$ cat src/rtl/riscv_divider_if.sv
// Request/response bundle between the execute stage and the iterative divider.
interface riscv_divider_if #(
    parameter int WIDTH = 32
);
    logic             in_valid;
    logic             in_ready;
    logic [1:0]       op;
    logic [WIDTH-1:0] dividend;
    logic [WIDTH-1:0] divisor;
    logic             out_valid;
    logic             out_ready;
    logic [WIDTH-1:0] result;

    modport master (
        output in_valid, op, dividend, divisor, out_ready,
        input  in_ready, out_valid, result
    );

    modport slave (
        input  in_valid, op, dividend, divisor, out_ready,
        output in_ready, out_valid, result
    );
endinterface

$ cat src/rtl/riscv_divider.sv
// Iterative restoring divider for RV32M DIV/DIVU/REM/REMU, one quotient bit per cycle.
//
// state | meaning
// IDLE  | ready for a request; special cases resolve straight to DONE
// CALC  | WIDTH shift/trial-subtract iterations, MSB first
// FIX   | apply signs and pick quotient or remainder into result
// DONE  | result valid, held until the consumer takes it
module riscv_divider #(
    parameter int WIDTH = 32
) (
    input logic            clk,
    input logic            rst,
    riscv_divider_if.slave bus
);
    localparam int CW = $clog2(WIDTH);
    localparam logic [WIDTH-1:0] MIN_NEG = {1'b1, {(WIDTH-1){1'b0}}};

    typedef enum logic [1:0] {IDLE, CALC, FIX, DONE} state_t;

    state_t           state, state_next;
    logic [1:0]       op_q;
    logic [WIDTH-1:0] dvd, dsr, rem, quo, result_q;
    logic [CW-1:0]    cnt;
    logic             sign_q, sign_r;

    logic             accept, is_signed, div_zero, overflow;
    logic [WIDTH-1:0] abs_a, abs_b;
    logic [WIDTH:0]   shifted;
    logic             ge;

    assign accept    = (state == IDLE) && bus.in_valid;
    assign is_signed = ~bus.op[0];
    assign div_zero  = (bus.divisor == '0);
    assign overflow  = is_signed && (bus.dividend == MIN_NEG) && (bus.divisor == '1);
    assign abs_a     = (is_signed && bus.dividend[WIDTH-1]) ? -bus.dividend : bus.dividend;
    assign abs_b     = (is_signed && bus.divisor[WIDTH-1])  ? -bus.divisor  : bus.divisor;

    // The shifted remainder keeps its carry-out so the trial compare is WIDTH+1 bits wide;
    // a divisor above 2^(WIDTH-1) would otherwise lose quotient bits.
    assign shifted = {rem, dvd[WIDTH-1]};
    assign ge      = (shifted >= {1'b0, dsr});

    // State register
    always_ff @(posedge clk) begin
        if (rst) state <= IDLE;
        else     state <= state_next;
    end

    // Next-state decode
    always_comb begin
        state_next = state;
        case (state)
            IDLE: if (bus.in_valid) state_next = (div_zero || overflow) ? DONE : CALC;
            CALC: if (cnt == '0)    state_next = FIX;
            FIX:                    state_next = DONE;
            DONE: if (bus.out_ready) state_next = IDLE;
            default:                state_next = IDLE;
        endcase
    end

    // Handshake outputs decode the registered state only
    always_comb begin
        bus.in_ready  = (state == IDLE);
        bus.out_valid = (state == DONE);
        bus.result    = result_q;
    end

    // Datapath: operand capture, shift/subtract iterations and sign fix-up
    always_ff @(posedge clk) begin
        if (rst) begin
            op_q     <= '0;
            dvd      <= '0;
            dsr      <= '0;
            rem      <= '0;
            quo      <= '0;
            cnt      <= '0;
            sign_q   <= 1'b0;
            sign_r   <= 1'b0;
            result_q <= '0;
        end else begin
            case (state)
                IDLE: if (accept) begin
                    op_q   <= bus.op;
                    dvd    <= abs_a;
                    dsr    <= abs_b;
                    rem    <= '0;
                    quo    <= '0;
                    cnt    <= CW'(WIDTH - 1);
                    sign_q <= is_signed && (bus.dividend[WIDTH-1] ^ bus.divisor[WIDTH-1]);
                    sign_r <= is_signed && bus.dividend[WIDTH-1];
                    if (div_zero)      result_q <= bus.op[1] ? bus.dividend : '1;
                    else if (overflow) result_q <= bus.op[1] ? '0 : bus.dividend;
                end
                CALC: begin
                    rem <= ge ? WIDTH'(shifted - {1'b0, dsr}) : shifted[WIDTH-1:0];
                    quo <= {quo[WIDTH-2:0], ge};
                    dvd <= {dvd[WIDTH-2:0], 1'b0};
                    cnt <= cnt - 1'b1;
                end
                FIX: begin
                    if (op_q[1]) result_q <= sign_r ? -rem : rem;
                    else         result_q <= sign_q ? -quo : quo;
                end
                default: ;
            endcase
        end
    end

`ifdef FORMAL
    logic [WIDTH-1:0] orig_q, past_result;
    logic             past_hold;

    // Reference copies for the property checks
    always_ff @(posedge clk) begin
        if (rst) begin
            orig_q      <= '0;
            past_result <= '0;
            past_hold   <= 1'b0;
        end else begin
            if (accept) orig_q <= bus.dividend;
            past_result <= result_q;
            past_hold   <= bus.out_valid && !bus.out_ready;
        end
    end

    // Handshake exclusivity, output stability and DIVU reconstruction
    always_comb begin
        assert (!(bus.in_ready && bus.out_valid));
        if (past_hold) assert (result_q == past_result);
        if (state == FIX && op_q == 2'd1 && dsr != '0)
            assert (({{WIDTH{1'b0}}, quo} * {{WIDTH{1'b0}}, dsr} + {{WIDTH{1'b0}}, rem})
                    == {{WIDTH{1'b0}}, orig_q});
    end
`endif
endmodule

$ cat src/flat_wrapper.sv
// flat-port wrapper written by rule: the top's interface ports become plain ports
module riscv_divider_flat 
#(
    parameter int WIDTH = 32
)
  (clk, rst, bus_in_valid, bus_op, bus_dividend, bus_divisor, bus_out_ready, bus_in_ready, bus_out_valid, bus_result);
  riscv_divider_if #(.WIDTH(WIDTH)) bus_i ();
  input logic clk;
  input logic rst;
  input wire logic [$bits(bus_i.in_valid)-1:0] bus_in_valid;
  input wire logic [$bits(bus_i.op)-1:0] bus_op;
  input wire logic [$bits(bus_i.dividend)-1:0] bus_dividend;
  input wire logic [$bits(bus_i.divisor)-1:0] bus_divisor;
  input wire logic [$bits(bus_i.out_ready)-1:0] bus_out_ready;
  output wire logic [$bits(bus_i.in_ready)-1:0] bus_in_ready;
  output wire logic [$bits(bus_i.out_valid)-1:0] bus_out_valid;
  output wire logic [$bits(bus_i.result)-1:0] bus_result;
  assign bus_i.in_valid = bus_in_valid;
  assign bus_i.op = bus_op;
  assign bus_i.dividend = bus_dividend;
  assign bus_i.divisor = bus_divisor;
  assign bus_i.out_ready = bus_out_ready;
  assign bus_in_ready = bus_i.in_ready;
  assign bus_out_valid = bus_i.out_valid;
  assign bus_result = bus_i.result;
  riscv_divider #(.WIDTH(WIDTH)) u_core (.clk(clk), .rst(rst), .bus(bus_i));
endmodule
$ cat config.mk
export PLATFORM = sky130hd
export DESIGN_NAME = riscv_divider_flat
export DESIGN_NICKNAME = d
export VERILOG_FILES = /design/src/rtl/riscv_divider_if.sv /design/src/rtl/riscv_divider.sv /design/src/flat_wrapper.sv
export SDC_FILE = /design/constraint.sdc
export NUM_CORES = 1
export LEC_CHECK = 0
export CORE_UTILIZATION = 50
export DETAILED_ROUTE_END_ITERATION = 16
export HOLD_SLACK_MARGIN = 0.12
export PLACE_DENSITY_LB_ADDON = 0.08
export SLEW_MARGIN = 20
export SYNTH_ARGS = -nofsm -noshare
export SYNTH_HDL_FRONTEND = slang
export SYNTH_SLANG_ARGS = --single-unit
$ cat constraint.sdc
create_clock -name clk -period 6.4 [get_ports clk]
set_clock_uncertainty 0.05 [all_clocks]
set_input_delay 0.64 -clock clk [delete_from_list [all_inputs] [get_ports clk]]
set_output_delay 0.64 -clock clk [all_outputs]
set_load 0.05 [all_outputs]
==> flow_metrics.env <==
export IMPL_status="complete, no violations"
export IMPL_syn_num_nets=1702
export IMPL_numCtsBuffers=17
export IMPL_grt_pass1_vias=10502
export IMPL_seq_area_frac_synth_pct=28.87
export IMPL_drtIter0Drc=1134
export IMPL_max_clock_path_buffers=2
export IMPL_drc=0
export IMPL_hold_violations=0
export IMPL_p_leak_nw=4.996
export IMPL_finalMaxSlewViolations=0
export IMPL_holdCritStartpoint="u_core.dvd[14]"
export IMPL_vias=11794
export IMPL_grt_pass1_wl_um=58600
export IMPL_min_period_over_period_pct=67.74
export IMPL_synth_top_family_by_area="compound AO/OA/AOI/OAI gates"
export IMPL_ctsHoldBuffers=0
export IMPL_synth_cell_types=76
export IMPL_cts_tree="built"
export IMPL_crit_path_cell_trace="clkdlybuf4s50_1 -> or4_1 -> nor4_1 -> nand2_1 -> nor4_1 -> nand2_1 -> o211ai_2 -> and3_1 -> buf_4 -> o221ai_1 -> o22ai_1 -> nor2_1"
export IMPL_die_area_um2=24200
export IMPL_irDropWorstVdd_uv=318.0
export IMPL_ios=104
export IMPL_yosys_warnings=0
export IMPL_crit_path_top_delay_cell="nor4_1"
export IMPL_nets=1735
export IMPL_ys_ff_latch=170
export IMPL_antenna_found_initial=1
export IMPL_rsz0062_at_grt="false"
export IMPL_ant_nets=0
export IMPL_synthCells=1588
export IMPL_dr_pass1_iters=6
export IMPL_cp_max_fo=49
export IMPL_synth_xor_area_share_pct=10.40
export IMPL_dp_cells=1915
export IMPL_setup_violations_final=0
export IMPL_clk_pin_slew_ns=0.08
export IMPL_cts_setup_buffers=0
export IMPL_synth_simple_area_share_pct=20.70
export IMPL_most_common_layout_cells="nand2_1, nor2_1, dfxtp_1, a21oi_1, o21ai_0"
export IMPL_worstHoldEndpoint="u_core.dvd[14]"
export IMPL_io_buffers=103
export IMPL_synth_compound_area_share_pct=28.19
export IMPL_async_flop_share_pct=0
export IMPL_cap_violations=0
export IMPL_arrival_ns=4.59
export IMPL_overflow=0
export IMPL_period_needed_ns=4.336
export IMPL_areaGrowthSynthToFinish_pct=14.39
export IMPL_viasPerCell=6.054
export IMPL_slew_limit_headroom_pct=33.88
export IMPL_synth_ff_type="dfxtp_1"
export IMPL_die_w_um=155.6
export IMPL_final_common_cell="nand2_1"
export IMPL_rr_worst_depth=14
export IMPL_cts_root_buf="clkbuf_16"
export IMPL_h_tree_depth=4
export IMPL_synthAdderAreaFrac_pct=5.667
export IMPL_dp_hpwl_um=26600
export IMPL_cpPeakStageDelay_ns=0.81
export IMPL_coreArea_um2=22920
export IMPL_hold_path_class="reg -> reg"
export IMPL_reg2reg_to="u_core.rem[30]"
export IMPL_max_freq_mhz=230.6
export IMPL_wl_um=36500
export IMPL_tightest_slew_ns=0.9907
export IMPL_wl_per_cell_um=18.74
export IMPL_final_setup_tns_ns=0
export IMPL_clock_latency_ns=0.45
export IMPL_avgSynthCellArea_um2=7.424
export IMPL_worstSetupStartpointType="input pin"
export IMPL_drive_above_1_share_pct=5.141
export IMPL_synth_area_um2=11790
export IMPL_worst_setup_path_type="in -> reg"
export IMPL_clock_sinks=170
export IMPL_start_util_pct=51.45
export IMPL_crit_required_ns=6.65
export IMPL_synthMuxAreaShare_pct=0.3396
export IMPL_final_cells=1948
export IMPL_power_density_nw_per_um2=361.6
export IMPL_end_kind="register"
export IMPL_grtUsageTotal_pct=30.81
export IMPL_r2r_start="u_core.dvd[31]"
export IMPL_synth_edf_count=0
export IMPL_fp_dieH_um=155.6
export IMPL_rows=55
export IMPL_cp_top_family="simple AND/OR/NAND/NOR gates"
export IMPL_cts_resized=0
export IMPL_hold_depth=2
export IMPL_cp_num_buf_inv=2
export IMPL_finalWeightedCongestion=0.9169
export IMPL_grt_max_degree=87
export IMPL_ff2ff_setup_slack_ns=2.63
-- worst min-delay path: stages, from the launching register on --
cell and delay, ns:
dfxtp_1 0.31, nand2_1 0.05, a21oi_1 0.05
-- power breakdown --
part / switching (mW) / total, mW / leakage, nW / internal [mW]
clock: 0.518 / 1.05 / 0.285 / 0.534
combinational: 1.59 / 2.37 / 3.32 / 0.780
sequential: 0.167 / 1.46 / 1.39 / 1.29
-- registers in the layout, indices dropped and copies added (netlist names) --
signal	cells
u_core.bus.result	32
u_core.cnt	5
u_core.dsr	32
u_core.dvd	32
u_core.op_q	1
u_core.quo	32
u_core.rem	32
u_core.sign_q	1
u_core.sign_r	1
u_core.state	2
-- cells by family after synthesis --
| group | Yosys count |
|---|---|
| buffers and inverters | 164 |
| AO/OA/AOI/OAI | 523 |
| XOR/XNOR | 140 |
| flip-flops | 170 |
| multiplexers | 4 |
| adder cells (fa/ha/maj) | 55 |
| AND/OR/NAND/NOR | 532 |
-- how the worst max path moves through the flow --
stage	startpoint	endpoint	slack [ns]	cells after the start
6_report	bus_divisor[2]	u_core.bus.result[19]	2.06	12
3_5_place_dp	bus_divisor[2]	u_core.bus.result[19]	1.61	12
2_1_floorplan	bus_dividend[5]	u_core.bus.result[13]	3.17	11
5_1_grt	bus_divisor[2]	u_core.bus.result[3]	1.74	12
3_3_place_gp	bus_divisor[2]	u_core.bus.result[21]	1.73	12
4_1_cts	bus_divisor[2]	u_core.bus.result[19]	2.07	12
-- routing by layer --
| metal | share of wire [%] | global-route usage, % | vias up |
|---|---|---|---|
| li1 | - | - | 5780 |
| met1 | 48 | 45.18 | 5533 |
| met2 | 43 | 45.40 | 427 |
| met3 | 6.8 | 4.778 | 54 |
| met4 | 2.6 | 10.74 | 0 |
| met5 | 0 | 0 | - |
-- layout make-up --
class,count,area (um2)
flip-flops and latches,170,3403
repair buffers,119,1149
inverters,59,221.5
multi-input cells,1254,7730
clock buffers,18,439.2
well taps,313,391.6
diodes,1,2.502
clock inverters,14,150.1
fillers,2209,9429
-- Yosys cell counts (all sizes together) (4+ instances only) --
cell	count	area, um2
a211oi	38	285.3
a21o	14	105.1
a21oi	140	700.7
a221oi	5	50.04
a22oi	34	255.2
a311oi	8	70.07
a31oi	12	75.07
a32oi	14	122.6
and2	9	57.56
and3	13	81.33
buf	17	95.08
clkbuf	87	360.4
dfxtp	170	3403
ha	43	538.0
inv	59	221.5
maj3	11	110.1
mux2i	4	40.04
nand2	180	675.7
nand2b	12	75.07
nand3	22	110.1
nand4	11	68.82
nor2	180	675.7
nor2b	9	56.30
nor3	27	135.1
nor4	8	65.06
o211ai	35	267.8
o21a	4	30.03
o21ai	134	674.4
o221ai	6	52.55
o22ai	10	62.56
o311ai	11	96.34
o31ai	25	187.7
o41ai	15	131.4
or2	10	65.07
or3	27	177.7
or4	16	128.9
xnor2	58	508.0
xor2	82	718.2
-- metrics by stage --
step | utilization [%] | worst slack, ns | total power [mW] | hold slack (ns) | area, um2
6_report | 58.85 | 2.064 | 4.877 | 0.4030 | 13490
2_1_floorplan | - | 3.170 | 3.146 | 0.3775 | 11790
4_1_cts | 58.83 | 2.068 | 4.866 | 0.4049 | 13480
3_3_place_gp | 56.26 | 1.727 | 3.784 | 0.3887 | 12890
5_1_grt | 58.84 | 1.740 | 5.197 | 0.4166 | 13480
3_5_place_dp | 56.26 | 1.606 | 3.819 | 0.3945 | 12890
Power figures use the tool's default switching activity.
